==> config.mk <==
export PLATFORM = sky130hd
export DESIGN_NAME = pipe_hazard_ctrl
export DESIGN_NICKNAME = d
export VERILOG_FILES = /design/src/rtl/hazard_pkg.sv /design/src/rtl/hazard_sat_counter.sv /design/src/rtl/pipe_hazard_ctrl.sv
export SDC_FILE = /design/constraint.sdc
export NUM_CORES = 1
export LEC_CHECK = 0
export CAP_MARGIN = 20
export CELL_PAD_IN_SITES_DETAIL_PLACEMENT = 0
export CELL_PAD_IN_SITES_GLOBAL_PLACEMENT = 1
export CORE_UTILIZATION = 35
export CTS_CLUSTER_DIAMETER = 50
export CTS_CLUSTER_SIZE = 12
export DETAILED_ROUTE_END_ITERATION = 10
export GPL_TIMING_DRIVEN = 0
export PLACE_DENSITY = 0.87
export SYNTH_ARGS = -nofsm -noshare
export SYNTH_HDL_FRONTEND = slang
export SYNTH_HIERARCHICAL = 1
export SYNTH_SLANG_ARGS = --single-unit
==> constraint.sdc <==
create_clock -name clk -period 2.26 [get_ports clk]
set_input_delay 0.226 -clock clk [delete_from_list [all_inputs] [get_ports clk]]
set_output_delay 0.226 -clock clk [all_outputs]
set_load 0.05 [all_outputs]
==> src/rtl/hazard_pkg.sv <==
// Shared types and helpers for the pipeline stall/flush controller.
package hazard_pkg;

  typedef enum logic [1:0] {
    RUN   = 2'd0,
    DMISS = 2'd1,
    LDUSE = 2'd2
  } haz_state_e;

  localparam int IDX_IFID = 0;
  localparam int IDX_IDEX = 1;
  localparam int IDX_EXMA = 2;
  localparam int IDX_MAWB = 3;

  localparam int MASK_W = 32;

  // Bits 0..k set; k < 0 yields an empty mask.
  function automatic logic [MASK_W-1:0] mask_upto(input int k);
    logic [MASK_W-1:0] m;
    m = '0;
    for (int i = 0; i < MASK_W; i++)
      if (i <= k) m[i] = 1'b1;
    return m;
  endfunction

endpackage

==> src/rtl/hazard_sat_counter.sv <==
// Saturating up-counter with enable, async active-low reset.
module hazard_sat_counter #(
  parameter int CNT_W = 16
) (
  input  logic             clk,
  input  logic             rst,
  input  logic             en,
  output logic [CNT_W-1:0] cnt
);

  always_ff @(posedge clk or negedge rst) begin
    if (!rst)
      cnt <= '0;
    else if (en && !(&cnt))
      cnt <= cnt + 1'b1;
  end

endmodule

==> src/rtl/pipe_hazard_ctrl.sv <==
// Stall/flush arbitration for the in-order pipeline registers.
// Optional macro HAZ_DMISS_EARLY_RESTART_EN releases upstream stages on a D-miss.
module pipe_hazard_ctrl
  import hazard_pkg::*;
#(
  parameter int NUM_REGS    = 4,
  parameter int DMISS_IDX   = IDX_EXMA,
  parameter int LU_IDX      = IDX_IDEX,
  parameter int LU_CYCLES   = 1,
  parameter int FLUSH_DEPTH = 2,
  parameter int CNT_W       = 16
) (
  input  logic                clk,
  input  logic                rst,
  input  logic                i_need_stall,
  input  logic                i_redirect,
  input  logic                i_icache_miss,
  input  logic                i_dcache_miss,
  output logic                o_pc_stall,
  output logic [NUM_REGS-1:0] o_stall,
  output logic [NUM_REGS-1:0] o_flush,
  output logic [1:0]          o_state,
  output logic                o_redirect_pend,
  output logic [CNT_W-1:0]    o_stall_cycles,
  output logic                o_pc_redirect
);

  localparam logic [NUM_REGS-1:0] DM_STALL =
    NUM_REGS'(mask_upto(DMISS_IDX));
  localparam logic [NUM_REGS-1:0] DM_FLUSH =
    NUM_REGS'(mask_upto(DMISS_IDX + 1) ^ mask_upto(DMISS_IDX));
  localparam logic [NUM_REGS-1:0] LU_STALL =
    NUM_REGS'(mask_upto(LU_IDX - 1));
  localparam logic [NUM_REGS-1:0] LU_FLUSH =
    NUM_REGS'(mask_upto(LU_IDX) ^ mask_upto(LU_IDX - 1));
  localparam logic [NUM_REGS-1:0] RD_FLUSH =
    NUM_REGS'(mask_upto(FLUSH_DEPTH - 1));
  localparam logic [2:0] LU_INIT = 3'(LU_CYCLES - 1);

  haz_state_e state, state_n;
  logic [2:0] lu_cnt, lu_n;
  logic       pend, pend_n;

  logic [NUM_REGS-1:0] stall_raw, flush_raw, flush_m;
  logic pc_stall, pc_redir;
  logic in_lu, redir;
  logic c_dm, c_rd, c_lu, c_ic;

  assign in_lu = (state == LDUSE);
  assign redir = i_redirect | pend;
  assign c_dm  = i_dcache_miss;
  assign c_rd  = !c_dm && redir;
  assign c_lu  = !c_dm && !redir && (in_lu || i_need_stall);
  assign c_ic  = !c_dm && !redir && !c_lu && i_icache_miss;

  always_comb begin
    stall_raw = '0;
    flush_raw = '0;
    pc_stall  = 1'b0;
    pc_redir  = 1'b0;
    state_n   = state;
    lu_n      = lu_cnt;
    pend_n    = pend;
    unique case (1'b1)
      c_dm: begin
`ifdef HAZ_DMISS_EARLY_RESTART_EN
        if (in_lu || i_need_stall) begin
          stall_raw = DM_STALL;
          pc_stall  = 1'b1;
        end else begin
          stall_raw = NUM_REGS'(1) << DMISS_IDX;
        end
`else
        stall_raw = DM_STALL;
        pc_stall  = 1'b1;
`endif
        flush_raw = DM_FLUSH;
        state_n   = DMISS;
        lu_n      = '0;
        pend_n    = pend | i_redirect;
      end
      c_rd: begin
        flush_raw = RD_FLUSH;
        pc_redir  = 1'b1;
        pend_n    = 1'b0;
        state_n   = RUN;
        lu_n      = '0;
      end
      c_lu: begin
        stall_raw = LU_STALL;
        flush_raw = LU_FLUSH;
        pc_stall  = 1'b1;
        if (in_lu) begin
          lu_n    = lu_cnt - 3'd1;
          state_n = (lu_cnt == 3'd1) ? RUN : LDUSE;
        end else if (LU_CYCLES > 1) begin
          lu_n    = LU_INIT;
          state_n = LDUSE;
        end else begin
          state_n = RUN;
        end
      end
      c_ic: begin
        flush_raw = NUM_REGS'(1);
        pc_stall  = 1'b1;
        state_n   = RUN;
      end
      default: state_n = RUN;
    endcase
  end

  // A flush loses to a hold on the next stage; a stall loses to a flush.
  assign flush_m = flush_raw & ~(stall_raw >> 1);

  assign o_flush         = rst ? flush_m : '0;
  assign o_stall         = rst ? (stall_raw & ~flush_m) : '0;
  assign o_pc_stall      = rst & pc_stall;
  assign o_pc_redirect   = rst & pc_redir;
  assign o_state         = state;
  assign o_redirect_pend = pend;

  always_ff @(posedge clk or negedge rst) begin
    if (!rst) begin
      state  <= RUN;
      lu_cnt <= '0;
      pend   <= 1'b0;
    end else begin
      state  <= state_n;
      lu_cnt <= lu_n;
      pend   <= pend_n;
    end
  end

  hazard_sat_counter #(.CNT_W(CNT_W)) u_cnt (
    .clk (clk),
    .rst (rst),
    .en  (o_pc_stall),
    .cnt (o_stall_cycles)
  );

endmodule

==> impl_metrics.py, run 1 <==
metrics = {
    "outcome": {
        "outcome": "finished clean",
    },
    "clocking": {
        "post_cts_buffers": 0,
        "clk_pin_slew_ns": 0.13,
        "clockRootBuffer": "clkbuf_4",
        "h-tree-depth": 1,
        "clk_path_buf_depth": 2,
        "cts_sinks": 22,
        "insertion_delay_ns": 0.31,
        "cts_buffers": 3,
        "cts_tree": "done",
    },
    "layout": {
        "fin_nets": 167,
        "num-fill-cells": 315,
        "final_cells": 203,
        "diodes": 0,
        "fin_util": 0.506,
        "area_delta_synth_final_pct": 38.3,
        "layout-drive-gt1-share": 0.191,
    },
    "global_routing": {
        "grt_max_degree": 19,
        "antenna_found_initial": 0,
        "grt_pass1_wl_um": 4200,
        "track_usage": 0.150,
        "grt_remaining_overflow": 0,
        "grt_pass1_vias": 946,
    },
    "floorplanning": {
        "dieArea_mm2": 0.00373,
        "dieWidth_um": 61.1,
        "die_h_um": 61.1,
        "core_mm2": 0.00334,
        "row_count": 21,
        "ioPinCount": 35,
        "start_util": 0.366,
    },
    "setup_path": {
        "arrival_ns": 1.93,
        "critical-path-max-stage-delay_ns": 0.79,
        "crit_fanout": 7,
        "cp_top_family": "buffers and inverters",
        "crit_start": "i_dcache_miss",
        "crit_required_ns": 2.03,
        "slowest_stage": "clkdlybuf4s50_1",
        "endpoint_kind": "output pin",
        "r2r_start": "o_state[0]$_DFF_PN0_",
        "critPathKind": "input port to output pin",
        "crit_top_cell": "clkdlybuf4s50_1",
        "start_kind": "input port",
        "cp.buffers_inverters": 3,
        "cp_cell_sequence": "clkdlybuf4s50_1 > and2_2 > buf_4 > clkdlybuf4s50_1",
    },
    "synth": {
        "yosysTopAreaCell": "dfrtp_1",
        "avgSynthCellArea_um2": 10.3,
        "netlist_instances": 118,
        "yosysSeqAreaShare": 0.451,
        "async_flop_share": 1.00,
        "synthTopCellsByArea": "dfrtp_1 45%, xor2_1 6.5%, nor2_1 4.6%",
        "synth-edff-count": 0,
        "synthFlopType": "dfrtp_1",
        "yosysWarnings": 6,
        "synth_top_area_frac": 0.451,
        "synth_seq_cells": 22,
        "synth_cell_types": 35,
        "syn_area_mm2": 0.00122,
    },
    "detailed_routing": {
        "first_pass_iters": 4,
        "drc": 0,
        "first_iter_violations": 40,
        "post_drt_wl_per_cell_um": 12.7,
        "wirelength_um": 2580,
        "vias_per_cell": 4.92,
        "ant_nets": 0,
        "vias": 998,
    },
    "pwr": {
        "power.density_mw_per_mm2": 795,
        "ir_worst_vdd_mv": 0.656,
        "total_leakage_power_nw": 0.742,
    },
    "sta": {
        "finalSetupViolations": 0,
        "max_freq_mhz": 464,
        "skew_ns": 0.00217,
        "rsz0062_at_grt": "no",
        "maxSlewHeadroom": 0.451,
        "worst_pin_slew_ns": 0.821,
        "fin_crit_sh": 0.954,
        "fin_crit_ns": 2.16,
        "final_hold_viol_count": 0,
        "slew_violations": 0,
    },
    "placed_design": {
        "gp_congestion": 0.720,
        "placedCellCount": 197,
        "place_hpwl_um": 1900,
        "io_buffers": 32,
    },
    "worst_hold_path": {
        "hp-class": "input port to async pin",
    },
    "run": {
        "cap_violations": 0,
    },
}
-- cells in the mapped netlist, types with 4 or more instances --
cell type and instances:
dfrtp_1 22, nor2_1 15, xor2_1 9, nand3_1 6, inv_1 5, nand2_1 5
nor3_1 5, buf_4 4, mux2_2 4, o21ai_0 4, xnor2_1 4
-- cell type report --
cell class,instances,area (um^2),share of cell area
Multi-Input combinational cell,86,631,0.373
Sequential cell,22,554,0.328
Timing Repair Buffer,34,337,0.199
Tap cell,46,57.6,0.0341
Buffer,6,38.8,0.0230
Clock inverter,1,30.0,0.0178
Clock buffer,3,22.5,0.0133
Inverter,5,18.8,0.0111
-- report_power, final --
group / total [W] / internal, W / leakage (nW) / switching (W)
clock: 0.000306 / 0.000179 / 0.0279 / 0.000127
combinational: 0.000499 / 0.000173 / 0.425 / 0.000326
sequential: 0.000537 / 0.000447 / 0.289 / 0.0000900
-- metrics by stage --
step           setup TNS [ns]  worst slack (ns)  hold slack (ns)  total power, W  instance area, um^2
3_5_place_dp           -16.62            -0.994            0.533         0.00104                 1620
6_report                    0             0.105            0.433         0.00134                 1690
3_3_place_gp           -15.14            -0.934            0.526         0.00103                 1620
2_1_floorplan               0           0.00819          -0.0696        0.000863                 1240
4_1_cts                     0            0.0585            0.412         0.00135                 1690
5_1_grt                     0            0.0171            0.436         0.00142                 1690
-- kinds of logic (layout without fill, tap and decap cells) --
group	count (synthesis)	count (layout)	synth area share
DFF	22	22	0.451
buffers and inverters	11	49	0.0471
muxes	4	4	0.0369
other	1	2	0.00307
and+or+nand+nor	53	53	0.280
AOI/OAI and AO/OA	11	11	0.0584
xor gates and xnor gates	13	13	0.0932
adders and majority gates	3	3	0.0307
-- worst reg2reg max path: stages (launching register included) --
cell and delay, ns:
dfrtp_2 0.43, and2b_4 0.29, nor2_1 0.10, a21oi_4 0.25
and3_2 0.21, nand3_1 0.24, nor3_1 0.29, xor2_1 0.22
-- placed cells by master (no fill, tap or decap), drive strengths merged, types with 2 or more instances in the layout --
cell type       n
a21oi           3
and4            2
buf             5
clkbuf          4
clkdlybuf4s50  27
conb            2
dfrtp          22
dlygate4sd2     3
dlygate4sd3     2
ha              3
inv             5
mux2            4
nand2           5
nand2b          3
nand3           6
nand4           6
nor2           15
nor3            5
nor4            3
o21ai           4
xnor2           4
xor2            9
-- sequential cells by signal, indices dropped and copies added, names as in the netlist --
signal and count:
o_state 2, lu_cnt 3, o_redirect_pend 1, u_cnt/cnt 16
-- repair_timing --
item | 4_1_cts | 5_1_grt
hold buffers | 2 | 0
endpoints found under the setup margin | 22 | 1
hold endpoints to repair | 4 | 0
resized for setup | 8 | 1
-- final timing paths --
path,endpoint,slack [ns],cells after the start
setup / recovery,o_stall[2],0.10,4
hold / removal,o_state[1]$_DFF_PN0_,0.43,2
setup reg to reg,u_cnt/cnt[7]$_DFFE_PN0P_,0.16,7
hold reg to reg,u_cnt/cnt[15]$_DFFE_PN0P_,0.55,1
max in group asynchronous,u_cnt/cnt[12]$_DFFE_PN0P_,1.05,2
min in group clk,u_cnt/cnt[15]$_DFFE_PN0P_,0.55,1
-- routing by layer --
layer / share of wire / GRT usage / vias to the layer above
met2: 0.49 / 0.261 / 39
li1: - / - / 480
met3: 0.071 / 0.0357 / 0
met1: 0.43 / 0.193 / 479
met4: 0 / 0.0195 / 0
met5: 0 / 0 / -
Power figures use the tool's default switching activity.
==> run 2, diff against run 1 <==
- CORE_UTILIZATION: 35 -> 46
- DONT_BUFFER_PORTS: default -> 1
- PLACE_DENSITY: 0.87 -> 0.85
==> run 2 against run 1 <==
Global-route usage rose by 3.8 points. Count of clock-buffer cells in the layout is 1 higher. Register-to-register slack got worse by 0.16 ns. Critical path depth grew 3. Highest routed layer is now met4.
==> impl_metrics.py, run 2 (same netlist as run 1, synthesis figures left out) <==
metrics = {
    "outcome": {
        "outcome": "finished clean",
    },
    "placed_design": {
        "dpl_cell_area_mm2": 0.00128,
        "gp_congestion": 0.736,
        "io_buffers": 0,
        "place_hpwl_um": 1600,
        "dp_slack_ns": -0.230,
    },
    "setup_path": {
        "arrival_ns": 2.48,
        "endpoint_kind": "flop",
        "slowest_stage": "dfrtp_2",
        "crit_fanout": 8,
        "crit_start": "o_state[0]$_DFF_PN0_",
        "critPathKind": "flop to flop",
        "reg2reg_to": "u_cnt/cnt[11]$_DFFE_PN0P_",
        "cp.buffers_inverters": 0,
        "r2r_start": "o_state[0]$_DFF_PN0_",
        "cp_top_family": "simple AND/OR/NAND/NOR gates",
        "critical-path-max-stage-delay_ns": 0.54,
        "cp_cell_sequence": "and2b_4 > nor2_4 > a21oi_4 > and3_4 > nand3_4 > nor3_2 > xor2_1",
        "crit_required_ns": 2.49,
        "r2r_slack_ns": 0.004,
        "start_kind": "flop",
        "ff2ff_path_depth": 7,
    },
    "clocking": {
        "cts_sinks": 22,
        "clockRootBuffer": "clkbuf_4",
        "cts_tree": "done",
        "insertion_delay_ns": 0.29,
        "clk_pin_slew_ns": 0.12,
        "clk_path_buf_depth": 2,
        "cts_buffers": 3,
        "h-tree-depth": 1,
    },
    "run": {
        "cap_violations": 0,
    },
    "sta": {
        "maxSlewHeadroom": 0.318,
        "skew_ns": 0.00198,
        "final_hold_viol_count": 0,
        "fin_crit_sh": 0.998,
        "max_freq_mhz": 443,
        "fin_crit_ns": 2.26,
        "slew_violations": 0,
        "finalSetupViolations": 0,
        "rsz0062_at_grt": "yes",
        "worst_pin_slew_ns": 1.03,
        "layout_setup_ws_ns": 0.00389,
    },
    "detailed_routing": {
        "post_drt_wl_per_cell_um": 14.6,
        "ant_nets": 0,
        "vias": 904,
        "first_iter_violations": 6,
        "first_pass_iters": 3,
        "vias_per_cell": 5.69,
        "drc": 0,
        "wirelength_um": 2330,
    },
    "layout": {
        "fin_nets": 139,
        "diodes": 0,
        "largest_reg_flops": 16,
        "regMostFlops": "u_cnt/cnt",
        "area_delta_synth_final_pct": 19.0,
        "layout-drive-gt1-share": 0.372,
        "final_cell_area_mm2": 0.00145,
        "fin_util": 0.581,
        "final_cell_mix": "11 x nor2_1, 11 x dfrtp_1, 11 x dfrtp_2, 9 x xor2_1, 7 x buf_4",
    },
    "worst_hold_path": {
        "whs_path_depth": 1,
        "hp-class": "input port to flop",
        "holdCritStartpoint": "i_dcache_miss",
        "min_to": "o_redirect_pend$_DFFE_PN0P_",
    },
    "floorplanning": {
        "dieArea_mm2": 0.00286,
        "die_h_um": 53.5,
        "ioPinCount": 35,
        "core_mm2": 0.00250,
        "row_count": 18,
        "start_util": 0.488,
        "dieWidth_um": 53.5,
    },
    "global_routing": {
        "grt_remaining_overflow": 0,
        "grt_max_degree": 23,
        "grt_pass1_wl_um": 3820,
        "antenna_found_initial": 0,
        "grt_pass1_vias": 882,
        "track_usage": 0.188,
    },
    "pwr": {
        "power.density_mw_per_mm2": 774,
        "total_leakage_power_nw": 0.618,
        "ir_worst_vdd_mv": 0.666,
    },
}
## run 2: cell count changes in the layout (fill, tap and decap cells not counted), sizes merged
cell,change
clkdlybuf4s50,-27
bufinv,-1
clkdlybuf4s18,-1
buf,+4
clkbuf,+1
clkdlybuf4s15,-1
dlygate4sd2,-3
## run 2: through the flow
step                      std cells  setup TNS [ns]  total power [W]  hold WS (ns)
after floorplan                 119               0         0.000863       -0.0696
after global placement          149          -0.974         0.000892       -0.0689
after detailed placement        149           -1.28         0.000905       -0.0690
after CTS                       155         -0.0866          0.00112        0.0203
after global routing            159          -0.845          0.00119        0.0240
final                           159               0          0.00112        0.0574
## run 2: routing by layer
layer	track usage	vias up	wire length [um]
met5	0	-	0
met4	0.0746	0	12
met3	0.0460	2	113
met2	0.315	22	1180
met1	0.230	457	1010
li1	-	423	-
## run 2: final cells by class
cell class	count	area, um^2
multi-input cells	86	709
flip-flops and latches	22	564
plain buffers	6	38.8
fillers	207	1050
clock buffers	4	26.3
well taps	30	37.5
repair buffers	6	57.6
inverters	5	18.8
## run 2: how the worst max path moves through the flow
stage,end,slack [ns],cells after the start
after floorplan,u_cnt/cnt[5]$_DFFE_PN0P_,0.008,7
after global placement,u_cnt/cnt[5]$_DFFE_PN0P_,-0.17,7
after detailed placement,u_cnt/cnt[11]$_DFFE_PN0P_,-0.23,7
after CTS,u_cnt/cnt[15]$_DFFE_PN0P_,-0.06,7
after global routing,u_cnt/cnt[5]$_DFFE_PN0P_,-0.11,7
final,u_cnt/cnt[11]$_DFFE_PN0P_,0.004,7
## run 2: repair_timing
item / CTS / global route
pin swaps: 4 / 5
hold buffers: 1 / 1
hold endpoints to repair: 22 / 1
setup endpoints to repair: 11 / 14
gates resized for setup: 13 / 11
buffers inserted: 1 / 2
## run 2: power by group
group / leakage (nW) / internal, W / switching (W)
Combinational: 0.325 / 0.0000833 / 0.000113
Sequential: 0.278 / 0.000451 / 0.000297
Clock: 0.0150 / 0.0000686 / 0.000111
